File: src/rtl/fetch.sv
// Instruction fetch: issues word reads from RESET_PC onward, queues PCs and presents {pc,inst} to decode.
// Latency: request one cycle after reset release; an instruction appears the cycle after its response.
// Backpressure: STALL holds the head; issue stops once outstanding + buffered would reach 2.
// Ports: CLK/RST_N clock and async active-low reset; STALL/FLUSH/NEW_PC from later stages;
//        MEM_REQ/MEM_ADDR/MEM_GNT request handshake; MEM_RVALID/MEM_RDATA in-order responses;
//        I_VALID/I_PC/I_INST registered instruction output (head of the 2-entry buffer).
module fetch #(
  parameter logic [31:0] RESET_PC = 32'h0000_0000
) (
  input  logic        CLK,
  input  logic        RST_N,
  input  logic        STALL,
  input  logic        FLUSH,
  input  logic [31:0] NEW_PC,
  output logic        MEM_REQ,
  output logic [31:0] MEM_ADDR,
  input  logic        MEM_GNT,
  input  logic        MEM_RVALID,
  input  logic [31:0] MEM_RDATA,
  output logic [31:0] I_PC,
  output logic [31:0] I_INST,
  output logic        I_VALID
);

  localparam logic [31:0] BOOT_PC = {RESET_PC[31:2], 2'b00};

  typedef enum logic {BOOT, RUN} state_t;

  state_t      state_q;
  state_t      state_d;
  logic [31:0] fetch_pc;

  // PC queue: addresses of accepted requests awaiting a response
  logic [31:0] pq_pc [2];
  logic        pq_wp;
  logic        pq_rp;
  logic [1:0]  pq_cnt;
  logic [1:0]  pq_cnt_nxt;

  // Instruction buffer: {pc, inst} pairs waiting for decode
  logic [31:0] ib_pc   [2];
  logic [31:0] ib_inst [2];
  logic        ib_wp;
  logic        ib_rp;
  logic [1:0]  ib_cnt;

  // Responses still owed for requests issued before the last flush
  logic [1:0]  discard;

  logic        mem_acc;
  logic        rsp;
  logic        ib_push;
  logic        ib_pop;
  logic [2:0]  inflight;

  // A response with nothing outstanding belongs to a request abandoned by reset
  assign rsp        = MEM_RVALID && (pq_cnt != 2'd0);
  assign ib_pop     = I_VALID && !STALL;
  assign ib_push    = rsp && (discard == 2'd0) && !FLUSH;
  assign mem_acc    = MEM_REQ && MEM_GNT;
  assign pq_cnt_nxt = pq_cnt + {1'b0, mem_acc} - {1'b0, rsp};

  // Counting requests in flight together with buffered entries guarantees every
  // response has a buffer slot, so a response can never be lost.
  assign inflight = {1'b0, pq_cnt} + {1'b0, ib_cnt} - {2'b00, ib_pop};

  always_comb begin
    state_d = state_q;
    MEM_REQ = 1'b0;
    case (state_q)
      BOOT:    state_d = RUN;
      RUN:     MEM_REQ = !FLUSH && (inflight < 3'd2);
      default: state_d = BOOT;
    endcase
  end

  assign MEM_ADDR = fetch_pc;
  assign I_VALID  = (ib_cnt != 2'd0);
  assign I_PC     = ib_pc[ib_rp];
  assign I_INST   = ib_inst[ib_rp];

  always_ff @(posedge CLK or negedge RST_N) begin
    if (!RST_N) begin
      state_q  <= BOOT;
      fetch_pc <= BOOT_PC;
      pq_wp    <= 1'b0;
      pq_rp    <= 1'b0;
      pq_cnt   <= 2'd0;
      ib_wp    <= 1'b0;
      ib_rp    <= 1'b0;
      ib_cnt   <= 2'd0;
      discard  <= 2'd0;
      for (int i = 0; i < 2; i++) begin
        pq_pc[i]   <= 32'h0;
        ib_pc[i]   <= 32'h0;
        ib_inst[i] <= 32'h0;
      end
    end else begin
      state_q <= state_d;

      // Address advance wraps naturally at the top of the 32-bit space
      if (FLUSH) begin
        fetch_pc <= NEW_PC & 32'hFFFF_FFFC;
      end else if (mem_acc) begin
        fetch_pc <= fetch_pc + 32'd4;
      end

      // PC queue tracks every response, including the ones being discarded
      if (mem_acc) begin
        pq_pc[pq_wp] <= fetch_pc;
        pq_wp        <= ~pq_wp;
      end
      if (rsp) begin
        pq_rp <= ~pq_rp;
      end
      pq_cnt <= pq_cnt_nxt;

      // On flush everything still outstanding after this cycle becomes stale
      if (FLUSH) begin
        discard <= pq_cnt_nxt;
      end else if (rsp && (discard != 2'd0)) begin
        discard <= discard - 2'd1;
      end

      if (FLUSH) begin
        ib_wp  <= 1'b0;
        ib_rp  <= 1'b0;
        ib_cnt <= 2'd0;
      end else begin
        if (ib_push) begin
          ib_pc[ib_wp]   <= pq_pc[pq_rp];
          ib_inst[ib_wp] <= MEM_RDATA;
          ib_wp          <= ~ib_wp;
        end
        if (ib_pop) begin
          ib_rp <= ~ib_rp;
        end
        ib_cnt <= ib_cnt + {1'b0, ib_push} - {1'b0, ib_pop};
      end
    end
  end

endmodule

File: config.mk
export PLATFORM = sky130hd
export DESIGN_NAME = fetch
export DESIGN_NICKNAME = d
export VERILOG_FILES = /design/src/rtl/fetch.sv
export SDC_FILE = /design/constraint.sdc
export NUM_CORES = 1
export LEC_CHECK = 0
export CAP_MARGIN = 20
export CORE_MARGIN = 8
export CORE_UTILIZATION = 50
export CTS_BUF_LIST = sky130_fd_sc_hd__clkbuf_8
export CTS_CLUSTER_DIAMETER = 80
export DETAILED_ROUTE_END_ITERATION = 10
export PLACE_DENSITY = 0.76
export RECOVER_POWER = 50
export SLEW_MARGIN = 20
export SYNTH_ARGS = -nofsm -noshare
export SYNTH_HDL_FRONTEND = slang
export SYNTH_SLANG_ARGS = --single-unit
File: constraint.sdc
create_clock -name CLK -period 3.54 [get_ports CLK]
set_input_delay 0.354 -clock CLK [delete_from_list [all_inputs] [get_ports CLK]]
set_output_delay 0.354 -clock CLK [all_outputs]
set_load 0.005 [all_outputs]
# Yosys cells after proc, flatten, opt, wreduce, memory -nomap -nowiden
# Index checks and enable logic that the tools add are counted.
dict set report totals {
  ff_bits 235
  latchBits 0
  ram_bits 0
  romBits 0
  in_bits 70
  output_inout_bits 98
  mem_count 0
}
dict set report op_classes {
  addsub 8
  multipliers 0
  div_mod_pow 0
  order_cmp 7
  eq_ne 0
  n_shift 0
  n_mux 26
  n_bitwise 9
  reduce_logical 20
}
# operator count
set op_table {}
lappend op_table {{two-way mux 32 bit} 13}
lappend op_table {{bitwise mux 64 bit} 3}
lappend op_table {{demux 32 bit (select 1 bit)} 2}
lappend op_table {{adder 32 x 3 -> 32 bit, second input constant} 1}
lappend op_table {{nonzero test 2 bit} 7}
lappend op_table {{logical AND 1 bit} 9}
lappend op_table {{>= comparator 2 bit, second input constant} 4}
lappend op_table {{NOT 1 -> 2 bit} 4}
lappend op_table {{two-way mux 2 bit} 3}
lappend op_table {{two-way mux 1 bit} 5}
lappend op_table {{NOT 1 bit} 5}
lappend op_table {{adder 2 x 1 -> 2 bit} 2}
lappend op_table {{< comparator 2 x 1 -> 1 bit, second input constant} 2}
lappend op_table {{subtractor 2 x 1 -> 2 bit} 2}
lappend op_table {{adder 2 x 2 -> 3 bit} 1}
lappend op_table {{< comparator 3 x 2 -> 1 bit, second input constant} 1}
lappend op_table {{subtractor 3 x 1 -> 3 bit} 1}
lappend op_table {{logical NOT 1 bit} 2}
lappend op_table {{logical NOT 2 bit} 1}
lappend op_table {{AND reduction 2 bit} 1}
lappend op_table {{subtractor 2 x 1 -> 2 bit, second input constant} 1}

# Depth between registers and ports, before layout
dict set report logic_depth {
  depth_word 10
  depth_mapped 16
  depth_no_buf 14
}

# Worst setup path before layout
# Ideal clock, no wire load.
dict set report synth_path {
  path_kind {flip-flop to flip-flop}
  startpoint {register ib_cnt[0]}
  endpoint {register discard[1]}
  setup_ps 136
  arrival_time_ps 2961
  required_ps 3404
  path_slack_ps 444
  path_stages_with_launch 16
  synth_period_minus_slack_ps 3096
  cell_sequence {dfrtp_1 nor3_1 o21ai_0 fa_1 nand4b_4 nor2_2 inv_2 buf_2 buf_4 ha_1 inv_1 ha_1 xnor2_1 xnor2_1 nand2_1 o21ai_0}
}
dict set report synth_between {
  elab_chain_cells 10
  word_cells_on_any_way 11
  cone_classes {add/sub: 4; order compare: 1; mux: 2; reduce/logical: 4}
}
# item line_no
set synth_lines {}
lappend synth_lines {{from (decl)} 45} ;# logic [1:0] ib_cnt;
lappend synth_lines {{from (signal assigned)} 138} ;# ib_cnt <= ib_cnt + {1'b0, ib_push} - {1'b0, ib_pop};
lappend synth_lines {{branches (longest 2 deep; another with adder 2 x 2 -> 3 bit)} -}
lappend synth_lines {{subtractor 3 x 1 -> 3 bit (*)} 65} ;# assign inflight = {1'b0, pq_cnt} + {1'b0, ib_cnt} - {2'b00, ib_pop};
lappend synth_lines {{< comparator 3 x 2 -> 1 bit (*)} 72} ;# RUN: MEM_REQ = !FLUSH && (inflight < 3'd2);
lappend synth_lines {{logical AND 1 bit (*)} 72}
lappend synth_lines {{two-way mux 1 bit (*)} 70} ;# case (state_q)
lappend synth_lines {{logical AND 1 bit (*)} 60} ;# assign mem_acc = MEM_REQ && MEM_GNT;
lappend synth_lines {{adder 2 x 1 -> 2 bit (*)} 61} ;# assign pq_cnt_nxt = pq_cnt + {1'b0, mem_acc} - {1'b0, rsp};
lappend synth_lines {{subtractor 2 x 1 -> 2 bit (*)} 61}
lappend synth_lines {{via pq_cnt_nxt[1]} 38} ;# logic [1:0] pq_cnt_nxt;
lappend synth_lines {{two-way mux 2 bit (*)} 119} ;# if (FLUSH) begin
lappend synth_lines {{to (signal assigned)} 120} ;# discard <= pq_cnt_nxt;
lappend synth_lines {{to (signal assigned)} 122} ;# discard <= discard - 2'd1;
lappend synth_lines {{to (decl)} 48} ;# logic [1:0] discard;
# Mark *: on every way through the listed nets, which the timed path passes.
# A chain may end at the register's enable or synchronous reset.

# Final worst setup path
dict set report layout_path {
  startpoint {input port FLUSH}
  endpoint {register ib_inst[34] (netlist name)}
}
dict set report layout_between {
  elab_chain_cells 3
  word_cells_on_any_way 4
  cone_classes {bitwise: 1; reduce/logical: 3}
}
# item line_no
set layout_lines {}
lappend layout_lines {{from (decl)} 13} ;# input logic FLUSH,
lappend layout_lines {{logical NOT 1 bit} 59} ;# assign ib_push = rsp && (discard == 2'd0) && !FLUSH;
lappend layout_lines {{logical AND 1 bit} 59}
lappend layout_lines {{AND reduction 2 bit (no line) (*)} -}
lappend layout_lines {{to (signal, indexed assignment)} 96} ;# ib_inst[i] <= 32'h0;
lappend layout_lines {{to (signal, indexed assignment)} 132} ;# ib_inst[ib_wp] <= MEM_RDATA;
lappend layout_lines {{to (decl)} 42} ;# logic [31:0] ib_inst [2];
# Every way passes the cells marked *; elsewhere a longest branch is shown, timed or not.

==> out/metrics.yaml <==
grt:
  grt_pass1_wl_um: 40200
  grt_antenna_before_repair: 0
  track_usage_pct: 19.1
  grt_max_degree: 103
  grt.overflow.total: 0
  grt_pass1_vias: 7547
clock_tree:
  cts-root-buf: "clkbuf_8"
  clk_latency_ns: 0.51
  cts_post_setup_buffers_inserted: 0
  cts-resized-gates: 0
  path_clk_slew_ns: 0.06
  ctsHoldBuffers: 1
  cts.path.max_buffers: 3
  cts.sinks: 225
  cts_tree: "yes"
  h-tree-depth: 2
  numCtsBuffers: 38
synthesis:
  synth_edf_count: 0
  ys_types: 51
  yosys_warnings: 0
  yosys.area.top_type: "dfrtp_1"
  synth_area_leaders: "dfrtp_1, mux2_2, mux2i_1"
  synthArstFlopShare_pct: 100
  synth_area_um2: 10300
  netlist_instances: 844
  seq_area_frac_synth_pct: 54.9
  ys_ff_latch: 225
  synth_ff_type: "dfrtp_1"
  avgSynthCellArea_um2: 12.2
  synth_top_area_share_pct: 54.9
sta:
  slew_headroom_pct: -67.0
  fmax_mhz: 313
  fin_ws_ns: 0.341
  slew_violations: 287
  tightest_slew_ns: 2.50
  setup_viol_count_final: 0
  rsz0062_at_grt: "false"
  skew_ns: 0.00866
  hold_violations: 0
  fin_crit_sh_pct: 90.4
  hold-worst-slack_ns: 0.419
  finalSetupTns_ns: 0
  post-route-min-period_ns: 3.20
worst_setup_path:
  crit_path_start: "FLUSH"
  cp_cell_sequence: "dlygate4sd3_1 > inv_1 > buf_4 > nand3_1 > nor2_4 > buf_2 > mux2_2"
  arrival_ns: 3.58
  cp-end-kind: "register"
  r2r_slack_ns: 0.49
  critPathRequiredTime_ns: 3.92
  startpoint_type: "input port"
  worstRegToRegCells: 6
  crit_type: "in2reg"
  critical_path.slowest_cell: "buf_2"
  r2r-end: "ib_inst[34]"
  path_max_fanout: 92
  max_stage_delay_ns: 1.34
  r2r_start: "pq_cnt[1]"
final_layout:
  stdcell_area_um2: 12900
  final_cells: 1310
  final_core_util_pct: 64.0
  nets: 1092
  multi_input_area_um2: 4330
  regArea_um2: 5630
  final_cell_mix: "dfrtp_1, mux2_2, clkdlybuf4s50_1"
  mostFrequentLayoutCell: "dfrtp_1"
  n_antenna_cell: 0
  fillers: 1602
  areaGrowthSynthToFinish_pct: 25.9
  final_layout_size_suffix_gt1_share_pct: 26.6
floorplan:
  die_h_um: 159
  core-area_um2: 20200
  rows: 52
  dieArea_um2: 25300
  fp.dieW_um: 159
  initial_core_util_pct: 50.8
  io_pins: 168
power:
  power_density_nw_per_um2: 817
  vdd_drop_max_v: 0.000278
  finalPower_mw: 10.6
  p_leak_nw: 5.79
min_path:
  min_path_cells: 3
  hold_class: "in2reg"
  min_to: "MEM_ADDR[9]"
  hp-start: "NEW_PC[9]"
run_status:
  status: "finished, violations left"
  violations: "max-capacitance violations, max-slew violations"
flow_run:
  maxCapViolations: 3
route:
  via_per_inst: 5.49
  dr_total_vias: 7189
  drt_wl_total_um: 23800
  drc: 0
  avgRoutedWirePerCell_um: 18.2
  drt-initial-drc-count: 368
  ant_nets: 0
  drt-pass1-iter-count: 5
placed_design:
  place_congestion: 0.833
  io_buffer_count: 161
  placedCellCount: 1243
  place_area_um2: 12200
  post-dp-hpwl_um: 16000
  detailedPlace.worstSlack_ns: 0.269
==> layer usage <==
layer,GRT usage [%],routed length [µm],vias up
li1,-,-,3357
met3,5.14,1910,41
met4,6.60,434,0
met5,0,0,-
met2,28.5,10500,295
met1,26.4,11000,3496
==> sequential cells by signal (all words and copies together), names as in the netlist <==
register / flops
ib_pc: 60
ib_wp: 1
ib_rp: 1
pq_cnt: 2
state_q: 1
MEM_ADDR: 30
ib_inst: 64
discard: 2
pq_pc: 60
ib_cnt: 2
pq_wp: 1
pq_rp: 1
==> area by class of cell <==
class,count,area share (%)
multi-input combinational,553,33.5
clock inverter,19,0.591
sequential,225,43.6
tap,270,2.62
inverter,13,0.378
clock buffer,47,5.01
timing repair buffer,183,14.3
==> worst max-delay path by stage <==
stage	end
2_1_floorplan	discard[1]
3_3_place_gp	discard[1]
3_5_place_dp	MEM_ADDR[10]
4_1_cts	MEM_REQ
5_1_grt	ib_inst[40]
6_report	ib_inst[34]
==> power breakdown <==
part | total, mW | switching [mW] | leakage (nW) | internal (mW)
logic | 4.06 | 1.55 | 2.50 | 2.51
clock network | 2.18 | 0.985 | 0.433 | 1.19
registers | 4.32 | 0.694 | 2.86 | 3.63
total | 10.6 | 3.23 | 5.79 | 7.32
==> synth_stat cells, types with 3 or more instances <==
| cell type | count |
|---|---|
| and4_1 | 4 |
| and3_1 | 6 |
| xnor2_1 | 8 |
| o311ai_0 | 5 |
| and2_1 | 4 |
| dfrtp_1 | 225 |
| mux2i_1 | 31 |
| mux2_2 | 183 |
| nor3_1 | 4 |
| inv_1 | 12 |
| ha_1 | 7 |
| nand3_1 | 18 |
| xor2_1 | 3 |
| o21ai_0 | 55 |
| buf_4 | 9 |
| nand4_1 | 9 |
| buf_1 | 9 |
| nor4_4 | 3 |
| nor2_1 | 54 |
| a31oi_1 | 3 |
| a221o_1 | 4 |
| o211ai_1 | 8 |
| nand3_2 | 3 |
| or4_1 | 3 |
| nand2_1 | 66 |
| clkbuf_1 | 19 |
| a21oi_1 | 34 |
| buf_2 | 19 |
| a31o_2 | 6 |
==> kinds of logic (layout without fill, tap and decap cells) <==
family	Yosys count	after routing	share of synthesized area (%)
AOI/OAI and AO/OA	127	127	7.39
muxes	216	216	23.3
buffers and inverters	69	262	3.09
DFF	225	225	54.9
other	2	5	0.0732
xor gates and xnor gates	11	11	0.940
and+or+nand+nor	186	186	9.21
adders and majority gates	8	8	1.05
==> worst max-delay path: cells and delay by family <==
kind	cells	cell delay (ns)
simple gates	2	0.33
mux	1	0.45
buf+inv	4	2.36
(Power assumes the default switching activity.)
